==> src/rtl/fxp_mul_pkg.sv <==
// rtl/fxp_mul_pkg.sv - shared widths, iteration count and FSM encoding for fxp_multiplier
package fxp_mul_pkg;

  localparam int W     = 10;
  localparam int FRAC  = 4;
  localparam int ITER  = W;
  localparam int CNT_W = $clog2(W);

  typedef enum logic [1:0] {
    IDLE = 2'd0,
    RUN  = 2'd1,
    DONE = 2'd2
  } state_e;

endpackage

==> src/rtl/fxp_multiplier_if.sv <==
// rtl/fxp_multiplier_if.sv - request/result bundle between a requester and fxp_multiplier
interface fxp_multiplier_if;
  import fxp_mul_pkg::*;

  logic         start;
  logic [W-1:0] a_in;
  logic [W-1:0] b_in;
  logic         ready;
  logic         busy;
  logic         done;
  logic [W-1:0] q_out;
  logic         ovf;

  modport master (
    output start, a_in, b_in,
    input  ready, busy, done, q_out, ovf
  );

  modport slave (
    input  start, a_in, b_in,
    output ready, busy, done, q_out, ovf
  );

endinterface

==> src/rtl/fxp_mul_ctrl.sv <==
// rtl/fxp_mul_ctrl.sv - IDLE/RUN/DONE sequencer and iteration counter for the shift-add multiplier
module fxp_mul_ctrl
  import fxp_mul_pkg::*;
(
  input  logic clk,
  input  logic rst_n,
  input  logic sclr,
  input  logic start,
  output logic load,
  output logic shift,
  output logic finish,
  output logic ready,
  output logic busy,
  output logic done
);

  localparam logic [CNT_W-1:0] CNT_LAST = CNT_W'(ITER - 1);

  state_e           state_q, state_d;
  logic [CNT_W-1:0] cnt_q, cnt_d;

  // Next state, counter and datapath strobes; sclr overrides everything including start
  always_comb begin
    state_d = state_q;
    cnt_d   = cnt_q;
    load    = 1'b0;
    shift   = 1'b0;
    finish  = 1'b0;
    if (sclr) begin
      state_d = IDLE;
      cnt_d   = '0;
    end else begin
      case (state_q)
        IDLE: begin
          if (start) begin
            state_d = RUN;
            cnt_d   = '0;
            load    = 1'b1;
          end
        end
        RUN: begin
          shift = 1'b1;
          cnt_d = cnt_q + CNT_W'(1);
          if (cnt_q == CNT_LAST) begin
            finish  = 1'b1;
            cnt_d   = '0;
            state_d = DONE;
          end
        end
        DONE:    state_d = IDLE;
        default: state_d = IDLE;
      endcase
    end
  end

  // State and counter registers
  always_ff @(posedge clk or negedge rst_n) begin
    if (!rst_n) begin
      state_q <= IDLE;
      cnt_q   <= '0;
    end else begin
      state_q <= state_d;
      cnt_q   <= cnt_d;
    end
  end

  // Status flags come straight from the state register so they never glitch
  assign ready = (state_q == IDLE);
  assign busy  = (state_q == RUN);
  assign done  = (state_q == DONE);

endmodule

==> src/rtl/fxp_multiplier.sv <==
// rtl/fxp_multiplier.sv - 6.4 unsigned shift-add multiplier; FXP_MUL_SAT_EN saturates q_out on overflow
module fxp_multiplier
  import fxp_mul_pkg::*;
(
  input  logic             clk,
  input  logic             rst_n,
  input  logic             sclr,
  fxp_multiplier_if.slave  bus
);

  logic [W-1:0]   a_q, a_d;
  logic [W-1:0]   b_q, b_d;
  logic [W:0]     acc_q, acc_d;
  logic [W-1:0]   q_q, q_d;
  logic           ovf_q, ovf_d;
  logic [W:0]     sum;
  logic [2*W-1:0] prod;
  logic           load, shift, finish;

  fxp_mul_ctrl u_ctrl (
    .clk    (clk),
    .rst_n  (rst_n),
    .sclr   (sclr),
    .start  (bus.start),
    .load   (load),
    .shift  (shift),
    .finish (finish),
    .ready  (bus.ready),
    .busy   (bus.busy),
    .done   (bus.done)
  );

  // One add/shift step; B's vacated high bits collect the low half of the product
  always_comb begin
    a_d   = a_q;
    b_d   = b_q;
    acc_d = acc_q;
    q_d   = q_q;
    ovf_d = ovf_q;
    sum   = acc_q + {1'b0, (b_q[0] ? a_q : {W{1'b0}})};
    // {sum, B} >> 1 equals {acc_next[W-1:0], b_next} because acc_next[W] is always 0
    prod  = {sum, b_q[W-1:1]};
    if (sclr) begin
      a_d   = '0;
      b_d   = '0;
      acc_d = '0;
      q_d   = '0;
      ovf_d = 1'b0;
    end else if (load) begin
      a_d   = bus.a_in;
      b_d   = bus.b_in;
      acc_d = '0;
    end else if (shift) begin
      acc_d = {1'b0, sum[W:1]};
      b_d   = {sum[0], b_q[W-1:1]};
      if (finish) begin
        ovf_d = |prod[2*W-1:W+FRAC];
        q_d   = prod[W+FRAC-1:FRAC];
`ifdef FXP_MUL_SAT_EN
        if (ovf_d) q_d = '1;
`else
        q_d   = prod[W+FRAC-1:FRAC];
`endif
      end
    end
  end

  // Datapath and result registers
  always_ff @(posedge clk or negedge rst_n) begin
    if (!rst_n) begin
      a_q   <= '0;
      b_q   <= '0;
      acc_q <= '0;
      q_q   <= '0;
      ovf_q <= 1'b0;
    end else begin
      a_q   <= a_d;
      b_q   <= b_d;
      acc_q <= acc_d;
      q_q   <= q_d;
      ovf_q <= ovf_d;
    end
  end

  assign bus.q_out = q_q;
  assign bus.ovf   = ovf_q;

endmodule
==> src/flat_wrapper.sv <==
// flat-port wrapper written by rule: the top's interface ports become plain ports
module fxp_multiplier_flat import fxp_mul_pkg::*;
  (clk, rst_n, sclr, bus_start, bus_a_in, bus_b_in, bus_ready, bus_busy, bus_done, bus_q_out, bus_ovf);
  fxp_multiplier_if bus_i ();
  input  logic clk;
  input  logic rst_n;
  input  logic sclr;
  input wire logic [$bits(bus_i.start)-1:0] bus_start;
  input wire logic [$bits(bus_i.a_in)-1:0] bus_a_in;
  input wire logic [$bits(bus_i.b_in)-1:0] bus_b_in;
  output wire logic [$bits(bus_i.ready)-1:0] bus_ready;
  output wire logic [$bits(bus_i.busy)-1:0] bus_busy;
  output wire logic [$bits(bus_i.done)-1:0] bus_done;
  output wire logic [$bits(bus_i.q_out)-1:0] bus_q_out;
  output wire logic [$bits(bus_i.ovf)-1:0] bus_ovf;
  assign bus_i.start = bus_start;
  assign bus_i.a_in = bus_a_in;
  assign bus_i.b_in = bus_b_in;
  assign bus_ready = bus_i.ready;
  assign bus_busy = bus_i.busy;
  assign bus_done = bus_i.done;
  assign bus_q_out = bus_i.q_out;
  assign bus_ovf = bus_i.ovf;
  fxp_multiplier u_core (.clk(clk), .rst_n(rst_n), .sclr(sclr), .bus(bus_i));
endmodule
==> config.mk <==
export PLATFORM = sky130hd
export DESIGN_NAME = fxp_multiplier_flat
export DESIGN_NICKNAME = d
export VERILOG_FILES = /design/src/rtl/fxp_mul_pkg.sv /design/src/rtl/fxp_multiplier_if.sv /design/src/rtl/fxp_mul_ctrl.sv /design/src/rtl/fxp_multiplier.sv /design/src/flat_wrapper.sv
export SDC_FILE = /design/constraint.sdc
export NUM_CORES = 1
export LEC_CHECK = 0
export ABC_CLOCK_PERIOD_IN_PS = 3100
export BUFFER_PORTS_ARGS = -buffer_cell sky130_fd_sc_hd__buf_2
export CAP_MARGIN = 20
export CELL_PAD_IN_SITES_DETAIL_PLACEMENT = 2
export CELL_PAD_IN_SITES_GLOBAL_PLACEMENT = 2
export CORE_ASPECT_RATIO = 0.5
export CORE_MARGIN = 2
export CORE_UTILIZATION = 35
export CTS_CLUSTER_SIZE = 10
export DETAILED_ROUTE_END_ITERATION = 6
export GPL_TIMING_DRIVEN = 0
export MAX_ROUTING_LAYER = met4
export PLACE_DENSITY = 0.83
export SYNTH_ARGS = -nofsm -noshare
export SYNTH_HDL_FRONTEND = slang
export SYNTH_SLANG_ARGS = --single-unit
==> constraint.sdc <==
create_clock -name clk -period 3.1 [get_ports clk]
set_input_delay 0.62 -clock clk [delete_from_list [all_inputs] [get_ports clk]]
set_output_delay 0.62 -clock clk [all_outputs]
set_load 0.02 [all_outputs]
==> flow_summary.json <==
{
  "yosys.area_share.xor_xnor": 0.0223,
  "worstHoldPathType": "primary input to async pin",
  "post-dp-hpwl_um": 4910,
  "wire_per_inst_um": 18.3,
  "die_x_um": 120,
  "criticalPathCategory": "register to register",
  "startpoint_type": "register",
  "min_period_over_period": 0.878,
  "totalWireLength_um": 6850,
  "synth_compound_area_frac": 0.235,
  "synth_area_leaders": "dfrtp_1 (50%), a22o_1 (7.1%), ha_1 (6.4%), o21ai_0 (5.9%), nand2_1 (4.1%)",
  "postCtsSetupBuffers": 0,
  "num-fill-cells": 740,
  "leakagePower_nw": 1.40,
  "period_minus_slack_ns": 2.72,
  "worst_ir_drop_vdd_mv": 0.156,
  "grt_start_max_net_pins": 48,
  "htree_levels": 2,
  "power.internal_mw": 0.999,
  "tns_ns": 0,
  "clk_latency_ns": 0.29,
  "num_rows": 21,
  "port_buffers": 37,
  "pwr-share-comb": 0.118,
  "dieHeight_um": 62.1,
  "grt_usage": 0.207,
  "required_ns": 3.27,
  "ys_ff_latch": 47,
  "drive_gt1_frac": 0.184,
  "power_switching_mw": 0.361,
  "synth_warnings": 0,
  "gr-total-overflow": 0,
  "postLayoutCoreUtil": 0.427,
  "maxSlewViolCount": 0,
  "fin_skew_ns": 0.00359,
  "max_slew.worst_pin.slew_ns": 0.546,
  "cts_sinks": 47,
  "cts_resized": 0,
  "cts_tree": "yes",
  "clk_pin_slew_ns": 0.06,
  "p_total_mw": 1.36,
  "cap_violations": 0,
  "ys_seq_area_frac": 0.498,
  "drtPass1Iterations": 4,
  "clock_tree.buffer_depth": 2,
  "routed_via_density": 5.23,
  "postSynthCellCount": 237,
  "holdBufCountCts": 0,
  "start_util": 0.358,
  "synth_top_family_by_area": "compound AO/OA/AOI/OAI gates",
  "rsz0062_at_grt": "no",
  "yosysUniqueCellTypes": 37,
  "switching_share": 0.265,
  "synth-simple-area-share": 0.141,
  "cts_root_buffer": "clkbuf_16",
  "synthAdderAreaFrac": 0.0721,
  "synth_area_um2": 2360,
  "p_per_area_nw_per_um2": 483,
  "drc_errors": 0,
  "multi_input_area_um2": 1120,
  "endpoint_kind": "register",
  "power.share.sequential": 0.490,
  "status": "finished clean",
  "yosysTopAreaCell": "dfrtp_1",
  "seqCellArea_um2": 1180,
  "syn_to_final_growth_pct": 19.4,
  "vias": 1962,
  "final_antenna_net_count": 0,
  "antenna_found_initial": 0,
  "synth_top_area_frac": 0.498,
  "max_freq_mhz": 367,
  "pin_count": 38,
  "hold_violations": 0,
  "pwr-share-clk": 0.392,
  "relSlewSlack": 0.636,
  "layout.nets": 319,
  "grt_pass1_vias": 2143,
  "critPathArrivalTime_ns": 2.89,
  "worstPathMaxFanout": 10,
  "diodes": 0,
  "place.gp.congestion": 0.821,
  "syn_area_per_cell_um2": 9.96,
  "core_um2": 6600,
  "setup_viol_count_final": 0,
  "grt_pass1_wl_um": 11200,
  "syn_nets": 274,
  "cts_made_buffers": 5,
  "drtIter0Drc": 72,
  "synthMuxAreaShare": 0.00424,
  "die-area_um2": 7450
}
power by group through the flow:
stage	clock network [mW]	logic [mW]	registers [mW]
3_5_place_dp	0	0.158	0.678
2_1_floorplan	0	0.0923	0.671
4_1_cts	0.551	0.162	0.667
3_3_place_gp	0	0.150	0.676
6_report	0.532	0.161	0.666
5_1_grt	0.576	0.182	0.671
final timing paths:
path                                 start  depth (start not counted)  slack, ns                  end
max in group asynchronous            rst_n                          2       2.25        u_core.a_q[1]
setup reg to reg             u_core.b_q[0]                         11       0.38       u_core.bus.ovf
setup / recovery             u_core.b_q[0]                         11       0.38       u_core.bus.ovf
min in group clk           u_core.acc_q[7]                          2       0.50      u_core.acc_q[7]
hold / removal                       rst_n                          1       0.31  u_core.bus.q_out[4]
hold reg to reg            u_core.acc_q[7]                          2       0.50      u_core.acc_q[7]
flip-flops by register name, indices dropped and copies added (netlist names):
signal and count:
u_core.a_q 10, u_core.u_ctrl.state_q 2, u_core.bus.q_out 10, u_core.bus.ovf 1, u_core.u_ctrl.cnt_q 4, u_core.acc_q 10
u_core.b_q 10
cells by family (layout without fill, tap and decap cells):
group	after synthesis	in the layout
AO/OA/AOI/OAI	84	84
XOR/XNOR	6	6
buffers and inverters	16	62
adder cells (fa/ha/maj)	13	13
AND/OR/NAND/NOR	70	70
flip-flops	47	47
multiplexers	1	1
layer usage:
layer,vias up,track usage,wire (µm)
met2,25,0.368,3460
met1,994,0.241,3100
met3,12,0.0420,156
met5,-,-,0
met4,0,0.0756,142
li1,931,-,-
stage by stage:
step	setup slack, ns	cells	hold WS (ns)	cell area [µm²]
floorplan	0.891	237	0.324	2360
global placement	0.539	366	0.471	2660
detailed placement	0.448	366	0.480	2660
CTS	0.383	374	0.504	2800
global route	0.157	375	0.338	2820
finish	0.377	375	0.307	2820
critical path, cell delays in order (launching register included):
cell and delay (ns):
dfrtp_1 0.35, clkbuf_1 0.29, and2_1 0.18, ha_1 0.17
inv_1 0.06, fa_1 0.40, nor2b_1 0.27, o31a_1 0.23
a2bb2oi_1 0.21, xnor2_1 0.18, and3_1 0.19, a31oi_1 0.08
synthesized netlist by cell type:
master / count
and3_1: 2
o31a_1: 1
mux2i_1: 1
or2_2: 1
inv_1: 6
a211oi_1: 1
and3_4: 1
nand2b_1: 4
xnor2_1: 5
a2bb2oi_1: 1
a31oi_1: 4
a22o_1: 19
and2_1: 10
xor2_1: 1
o31ai_1: 1
nand2_1: 26
clkbuf_1: 8
dfrtp_1: 47
a21o_1: 6
a22oi_1: 1
nor3_1: 1
nand4_1: 1
a221oi_2: 1
a21oi_1: 16
or3_1: 1
o21a_1: 2
nor2_2: 1
ha_1: 12
o21ai_0: 28
nor2b_1: 3
fa_1: 1
buf_2: 2
a211oi_2: 1
nor2_1: 16
o22ai_1: 1
a22o_2: 1
nand3_1: 3
area by class of cell:
class                           count  area share
Buffer                             10      0.0142
Clock buffer                        7      0.0471
Clock inverter                      1     0.00178
Inverter                            6     0.00799
Multi-Input combinational cell    174       0.398
Sequential cell                    47       0.417
Tap cell                           92      0.0409
Timing Repair Buffer               38      0.0728
placed cells by master (no fill, tap or decap), drive strengths merged, types with 2 or more instances in the layout:
cell type / synthesis / final
a211oi: 2 / 2
a21o: 6 / 6
a21oi: 16 / 16
a22o: 20 / 20
a31oi: 4 / 4
and2: 10 / 10
and3: 3 / 3
buf: 2 / 40
clkbuf: 8 / 15
dfrtp: 47 / 47
ha: 12 / 12
inv: 6 / 6
nand2: 26 / 26
nand2b: 4 / 4
nand3: 3 / 3
nor2: 17 / 17
nor2b: 3 / 3
o21a: 2 / 2
o21ai: 28 / 28
xnor2: 5 / 5
(Power assumes the default switching activity.)
